==> src/rtl/isa_pkg.sv <==
// Shared ISA definitions for the fetch path: field positions, widths,
// the jump opcode and the {pc, instruction} entry carried to decode.
package isa_pkg;

  localparam int unsigned ADDR_W     = 16;
  localparam int unsigned INSTR_W    = 32;
  localparam int unsigned OPCODE_MSB = 31;
  localparam int unsigned OPCODE_LSB = 26;
  localparam int unsigned IMM_MSB    = 15;
  localparam int unsigned IMM_LSB    = 0;

  localparam logic [OPCODE_MSB-OPCODE_LSB:0] JUMP_OP = 6'b010100;

  typedef logic [ADDR_W-1:0]  addr_t;
  typedef logic [INSTR_W-1:0] instr_t;

  typedef struct packed {
    addr_t  pc;
    instr_t instr;
  } fetch_entry_t;

  function automatic logic [OPCODE_MSB-OPCODE_LSB:0] opcode_of(input instr_t i);
    return i[OPCODE_MSB:OPCODE_LSB];
  endfunction

  // Jump target is the immediate field, zero-extended to a word address.
  function automatic addr_t imm_of(input instr_t i);
    return addr_t'(i[IMM_MSB:IMM_LSB]);
  endfunction

endpackage

==> src/rtl/fetch_buffer.sv <==
// Small synchronous FIFO of fetched {pc, instruction} entries with a
// registered head, occupancy count and a single-cycle flush.
module fetch_buffer
  import isa_pkg::*;
#(
  parameter int unsigned DEPTH = 2,
  localparam int unsigned PTR_W = (DEPTH > 1) ? $clog2(DEPTH) : 1,
  localparam int unsigned CNT_W = $clog2(DEPTH + 1)
) (
  input  logic               clk,
  input  logic               rst,
  input  logic               push,
  input  fetch_entry_t       push_data,
  input  logic               pop,
  input  logic               flush,
  output logic [CNT_W-1:0]   count,
  output fetch_entry_t       head
);

  fetch_entry_t           mem [DEPTH];
  logic [PTR_W-1:0]       wr_ptr;
  logic [PTR_W-1:0]       rd_ptr;
  logic [PTR_W-1:0]       rd_next;

  assign rd_next = rd_ptr + PTR_W'(1);

  // Storage, pointers, count and head register. The head is reloaded from
  // the entry behind it on a pop, or straight from the push data when the
  // incoming entry becomes the new head (empty, or last entry popping).
  always_ff @(posedge clk or posedge rst) begin
    if (rst) begin
      mem    <= '{default: '0};
      wr_ptr <= '0;
      rd_ptr <= '0;
      count  <= '0;
      head   <= '0;
    end else if (flush) begin
      wr_ptr <= '0;
      rd_ptr <= '0;
      count  <= '0;
    end else begin
      if (push) begin
        mem[wr_ptr] <= push_data;
        wr_ptr      <= wr_ptr + PTR_W'(1);
      end
      if (pop) begin
        rd_ptr <= rd_next;
      end
      count <= count + CNT_W'(push) - CNT_W'(pop);
      if (pop && (count > CNT_W'(1))) begin
        head <= mem[rd_next];
      end else if (push && ((count == '0) || (pop && (count == CNT_W'(1))))) begin
        head <= push_data;
      end
    end
  end

endmodule

==> src/rtl/instruction_fetch_unit.sv <==
// Instruction fetch: owns the PC, addresses instruction memory, follows
// unconditional jumps early, honours execute redirects, halts on a
// self-jump and queues {pc, instruction} pairs for decode.
module instruction_fetch_unit
  import isa_pkg::*;
#(
  parameter logic [15:0] RESET_PC    = 16'h0000,
  parameter int unsigned BUF_DEPTH   = 2,
  parameter logic [5:0]  JUMP_OPCODE = JUMP_OP,
  parameter bit          EARLY_JUMP  = 1'b1
) (
  input  logic        clk,
  input  logic        rst,
  output logic [15:0] imem_addr,
  input  logic [31:0] imem_instr,
  input  logic        redirect_valid,
  input  logic [15:0] redirect_pc,
  output logic        out_valid,
  input  logic        out_ready,
  output logic [31:0] out_instr,
  output logic [15:0] out_pc,
  output logic        halted
);

  localparam int unsigned CNT_W = $clog2(BUF_DEPTH + 1);

  addr_t              fetch_pc;
  addr_t              next_pc;
  addr_t              target;
  logic               is_jump;
  logic               pop;
  logic               push;
  logic [CNT_W-1:0]   count;
  fetch_entry_t       head;
  fetch_entry_t       push_entry;

  assign imem_addr  = fetch_pc;
  assign out_valid  = (count != '0);
  assign pop        = out_valid & out_ready;
  assign push       = !halted & !redirect_valid & ((count < CNT_W'(BUF_DEPTH)) | pop);
  assign target     = imm_of(imem_instr);
  assign is_jump    = EARLY_JUMP && (opcode_of(imem_instr) == JUMP_OPCODE);
  assign next_pc    = is_jump ? target : fetch_pc + 16'd1;
  assign push_entry = '{pc: fetch_pc, instr: imem_instr};
  assign out_pc     = head.pc;
  assign out_instr  = head.instr;

  // PC and halt flag: redirect wins, otherwise advance on every push; a
  // pushed jump to its own address stops fetching with the PC parked.
  always_ff @(posedge clk or posedge rst) begin
    if (rst) begin
      fetch_pc <= RESET_PC;
      halted   <= 1'b0;
    end else if (redirect_valid) begin
      fetch_pc <= redirect_pc;
      halted   <= 1'b0;
    end else if (push) begin
      fetch_pc <= next_pc;
      if (is_jump && (target == fetch_pc)) begin
        halted <= 1'b1;
      end
    end
  end

  fetch_buffer #(
    .DEPTH (BUF_DEPTH)
  ) u_buf (
    .clk       (clk),
    .rst       (rst),
    .push      (push),
    .push_data (push_entry),
    .pop       (pop),
    .flush     (redirect_valid),
    .count     (count),
    .head      (head)
  );

endmodule

==> config.mk <==
export PLATFORM = sky130hd
export DESIGN_NAME = instruction_fetch_unit
export DESIGN_NICKNAME = d
export VERILOG_FILES = /design/src/rtl/isa_pkg.sv /design/src/rtl/fetch_buffer.sv /design/src/rtl/instruction_fetch_unit.sv
export SDC_FILE = /design/constraint.sdc
export NUM_CORES = 1
export LEC_CHECK = 0
export ABC_CLOCK_PERIOD_IN_PS = 12750
export CAP_MARGIN = 20
export CORE_MARGIN = 1
export CORE_UTILIZATION = 59
export DETAILED_ROUTE_END_ITERATION = 10
export PLACE_DENSITY = 0.84
export SETUP_SLACK_MARGIN = 0.1
export SYNTH_ARGS = -nofsm -noshare
export SYNTH_HDL_FRONTEND = slang
export SYNTH_SLANG_ARGS = --single-unit
export TNS_END_PERCENT = 30
==> constraint.sdc <==
create_clock -name clk -period 12.75 [get_ports clk]
set_input_delay 2.55 -clock clk [delete_from_list [all_inputs] [get_ports clk]]
set_output_delay 2.55 -clock clk [all_outputs]
set_load 0.05 [all_outputs]
After elaboration in Yosys (flattened, before gate mapping)
Index checks and enable logic that the tools add are counted.

Input port bits: 52. Register bits after elaboration: 165. Output and inout bits: 66. Logic and storage cells: 67.

Reductions and logical operators: 17. Multiplexer cells: 19. Equal/unequal tests: 3. Add/subtract/negate cells: 5. Order comparisons: 5. Bitwise gates (word level): 7.

Operators with widths (number): $mux 48 (6); $bwmux 96 (1); $demux 48 s1 (1); $mux 16 (3); $add 16x1->16 const B (1); $eq 16x16->1 (1); $reduce_bool 2->1 (5); $mux 1 (7); $eq 6x5->1 const B (1); $reduce_and 2->1 (3); $logic_and 1x1->1 (5); $ge 2x2->1 const B (2); $not 1->2 (2); $and 1x1->1 (3); $add 1x1->1 const B (2); $add 2x1->2 (1); $eq 2x1->1 const B (1); $gt 2x1->1 const B (1); $logic_not 1->1 (2); $logic_not 2->1 (1); $lt 2x1->1 const B (1); $lt 2x2->1 const B (1); $mux 2 (1); $sub 2x1->2 (1); 3 further kinds (3).

Depth between registers and ports, before layout
Word-level depth: 7. Gate-level depth with buffers: 10. Mapped depth without buffers: 8.

Cells and area by module
From an unflattened synthesis, not the netlist that was laid out.

Cell total of the unflattened synthesis: 669. Area, all modules: 8200.4 µm².

By module, submodules not included: fetch_buffer (times used 1, sequential area each 3703.6 µm², cells an instance 494, area each 6745.2 µm²); instruction_fetch_unit (times used 1, sequential area each 425.4 µm², cells an instance 175, area each 1455.1 µm²).

Least setup slack after synthesis
Ideal clock, no wire load.

Kind: input -> register. Start: input redirect_valid. End: register u_buf.count[1]. Library setup time: 0.131 ns. Buffers on the path: 3. Data required time: 12.619 ns. Stages on the path: 9. Slack: 8.820 ns. Data arrival time: 3.799 ns. Cells stage by stage: or3_1 buf_6 inv_6 buf_6 buf_6 ha_1 xnor2_1 xnor2_1 nor2_1.

Word-level cells in the longest chain between the ends: 6.

Ends and longest elaborated chain: start: declaration (RTL line instruction_fetch_unit.sv:16) `input logic redirect_valid,`; $logic_not 1->1 (RTL line instruction_fetch_unit.sv:40) `assign push = !halted & !redirect_valid & ((count < CNT_W'(BUF_DEPTH)) | pop);`; $and 1x1->1 (2 in a row) (RTL line instruction_fetch_unit.sv:40); $add 2x1->2 (RTL line fetch_buffer.sv:49) `count <= count + CNT_W'(push) - CNT_W'(pop);`; $sub 2x1->2 (RTL line fetch_buffer.sv:49); $mux 2 (*) (RTL line fetch_buffer.sv:37) `end else if (flush) begin`; end signal: assignment (RTL line fetch_buffer.sv:49); end: declaration (RTL line fetch_buffer.sv:16) `output logic [CNT_W-1:0] count,`.

Mark *: on every way between the ends. The rest lies on a longest branch, timed or not. A chain may end at the register's enable or synchronous reset.

Worst setup path in the final report
Start: input out_ready. End: register u_buf.mem[95] in the netlist's numbering.

Word-level cells in the longest chain between the ends: 4.

Ends and longest elaborated chain: start: declaration (RTL line instruction_fetch_unit.sv:19) `input logic out_ready,`; $and 1x1->1 (RTL line instruction_fetch_unit.sv:39) `assign pop = out_valid & out_ready;`; $or 1x1->1 (RTL line instruction_fetch_unit.sv:40); $and 1x1->1 (RTL line instruction_fetch_unit.sv:40); $reduce_and 2->1 (no source line); end signal: indexed assignment (RTL line fetch_buffer.sv:43) `mem[wr_ptr] <= push_data;`; end: declaration (RTL line fetch_buffer.sv:20) `fetch_entry_t mem [DEPTH];`.

Every way passes these cells.

==> results.tsv <==
stage	metric	value	unit
timing	Slew Viols, Final	0	
global_routing	Overflow after GRT	0	
synthesis	synth warn	0	
power	Lkg Pwr	3.92	nW
min_path	hold path startpoint	u_buf.head[35]	
die	std cell rows	41	
final_layout	utilization after layout	74.9	%
timing	Final period util	36.0	%
cts	TritonCTS clock tree	yes	
timing	relative slew slack	41.1	%
synthesis	largest family of logic cells by synthesized area	multiplexers	
timing	minimum clock period	4590	ps
timing	TNS Setup	0	ps
die	die area	0.0138	mm²
placement	Port Buf Inserts	117	
global_routing	number of global-route vias before repair	6064	
placement	Placement Cell Area	0.00905	mm²
placement	post-DP HPWL	12100	µm
cts	clk root buf	clkbuf_16	
cts	H-tree depth	4	
global_routing	busiest grt layer	met2	
routing	Avg WL per Cell	19.0	µm
placement	GPL Wtd Cong	0.884	
synthesis	Synth Area in Compound Gates	11.7	%
cts	CTS Buffer Depth	2	
synthesis	Mapped Area	0.00789	mm²
placement	dpl cells	971	
global_routing	Global Route met1 Usage	37.2	%
synthesis	xor/xnor share of the synthesized area	2.55	%
die	I/O pin count	118	
timing	RSZ-0062 raised after global routing	no	
synthesis	post-synthesis mux area share	19.1	%
cts	PostCTS Resize Cnt	0	
synthesis	ranking of synthesized cells by area	dfrtp_1 (52%), mux2_2 (13%), o21ai_0 (7.2%), mux2i_1 (6.1%), nand2_1 (5.7%)	
final_layout	post-route cell area	0.00961	mm²
worst_setup_path	Worst Setup Start Kind	input pin	
cts	worst skew pair latency	430	ps
worst_setup_path	WS Path Type	input pin to flop	
timing	FMAX	0.218	GHz
power	Peak VDD IR	0.151	mV
global_routing	pin count of the biggest net entering global routing	97	
die	Initial Util	61.5	%
synthesis	Mapped Avg Cell Area	10.7	µm²
routing	DR DRC count	0	
global_routing	All-Layer GR Usage	28.8	%
min_path	worst hold path endpoint	u_buf.head[35]	
die	CORE AREA	0.0128	mm²
routing	routed wire length	19000	µm
synthesis	Post-synth EDFFs	0	
timing	Hold Violations, Final	0	
synthesis	area leader, netlist	dfrtp_1	
min_path	class of the worst hold path	flop to flop	
timing	pin slew with the least headroom to its limit	883	ps
final_layout	Layout fillers	848	
synthesis	Post-Syn Nets	790	
synthesis	Post-synth top flop	dfrtp_1	
cts	post-CTS setup buffer count	0	
cts	# clock sinks	165	
die	die height	118	µm
global_routing	first-pass GRT wire length	31300	µm
die	Chip Width	118	µm
global_routing	met3 Track Usage GR	5.04	%
final_layout	FF/Latch Area	0.00413	mm²
cts	hold_buf cts	0	
final_layout	ANT cells	0	
synthesis	Adder-Cell Fraction of Synth Area	0.476	%
worst_setup_path	Setup crit end kind	flop	
timing	setup ws final	8160	ps
power	P per Cell Area	243	mW/mm²
cts	number of CTS-inserted buffers	17	
synthesis	top-area cell type share of the netlist area	52.3	%
final_layout	Finished Layout Cells	1000	
worst_setup_path	worst reg2reg startpoint	u_buf.count[1]	
worst_setup_path	worst reg-to-reg path cell count	5	
final_layout	layout cells sized above 1	15.8	%
final_layout	Multi-input gate area	0.00343	mm²
power	Pwr Total	2.33	mW
routing	initial drt markers	491	
final_layout	Area Growth Syn to Fin	21.8	%
worst_setup_path	reg2reg end	u_buf.mem[95]	
worst_setup_path	arrival time of the worst setup path	4900	ps
routing	ANT nets after route	0	
placement	pre-CTS setup slack	7760	ps
synthesis	post-synth cell types	49	
timing	final setup vio count	0	
routing	routed vias/inst	5.98	
routing	1st-pass router iterations	5	
min_path	Hold Crit Depth	2	
run_status	status	finished clean	
run	Max Cap Viol	0	
synthesis	Post-Synth Simple-Gate Area	9.47	%
final_layout	Nets	873	
global_routing	met2 usage	48.2	%
worst_setup_path	flop2flop setup slack	10440	ps
synthesis	Gate Count Post-Synth	735	
global_routing	initial antenna violation count	0	
timing	hold slack	476	ps
cts	Reg clk slew, reported paths	60	ps
routing	vias	5975	
synthesis	Seq/Total Area, Yosys	52.3	%
synthesis	ys async rst share	100	%
worst_setup_path	Max FO, Critical Path	49	
synthesis	register bit total from synthesis	165	
worst_setup_path	Req. time, crit path	13060	ps
timing	clk_skew	5.51	ps
-- how the worst max path moves through the flow --
stage                              start  slack [ps]            end  cells after the start
after global routing      redirect_valid        8070  u_buf.mem[75]                      6
after global placement    redirect_valid        7800  u_buf.mem[92]                      6
after CTS                 redirect_valid        8190  u_buf.mem[48]                      6
after detailed placement  redirect_valid        7760  u_buf.mem[59]                      6
after floorplan                      rst        5740         halted                      1
final                          out_ready        8160  u_buf.mem[95]                      6
-- metal layers --
| metal | up-vias | share of wire, % |
|---|---|---|
| li1 | 2733 | - |
| met2 | 237 | 51 |
| met5 | - | 0 |
| met4 | 0 | 2.7 |
| met3 | 53 | 5.5 |
| met1 | 2952 | 41 |
-- cell families (layout without fill, tap and decap cells) --
logic type	Yosys count	after routing
xor gates and xnor gates	23	23
and+or+nand+nor	171	171
muxes	139	139
adders and majority gates	3	3
buffers and inverters	73	166
DFF	165	165
AOI/OAI and AO/OA	161	161
-- flip-flops by register name, indices dropped and copies added, names as in the netlist --
name / flops
u_buf.mem: 96
u_buf.head: 48
imem_addr: 16
u_buf.count: 2
halted: 1
u_buf.rd_ptr: 1
u_buf.wr_ptr: 1
-- placed cells by master, fill, tap and decap left out, types with 4 or more instances in the layout --
cell,Yosys,final
nor2_1,13,13
clkbuf_16,0,17
a21oi_1,11,11
a221o_1,8,8
nand4_1,7,7
xnor2_1,13,13
nand2_1,119,119
nor3_1,4,4
xor2_1,10,10
buf_4,1,6
inv_1,13,12
clkdlybuf4s50_1,0,117
clkbuf_8,0,6
o21ai_0,114,114
mux2i_1,48,48
dfrtp_1,165,164
mux2_2,88,88
nand3_1,7,7
o31ai_1,5,5
a211oi_1,4,4
-- power breakdown --
part	total [mW]	internal, mW	leakage [nW]	switching, mW
registers	0.906	0.743	1.95	0.163
logic	0.935	0.383	1.69	0.552
clock network	0.491	0.296	0.281	0.195
-- worst max-delay path, cell delays in order --
cell and delay [ps]:
clkdlybuf4s50_1 630, nor2b_1 100, or3_1 480, nor2_4 130, buf_4 570, mux2_2 420
-- cell type report --
cell class / instances / area share, %
clock inverters: 4 / 0.469
multi-input cells: 497 / 35.6
inverters: 14 / 0.651
flip-flops and latches: 165 / 43.0
well taps: 172 / 2.24
repair buffers: 123 / 12.7
clock buffers: 25 / 5.36
-- Yosys cell counts (10+ instances only) --
master and count:
nand2_1 119, buf_2 23, a21oi_1 11, dfrtp_1 165, o21ai_0 114, mux2i_1 48, xor2_1 10, inv_1 13
mux2_2 88, nor2_1 13, clkbuf_1 24, xnor2_1 13
Note: power is estimated with default switching activity, not from simulation.
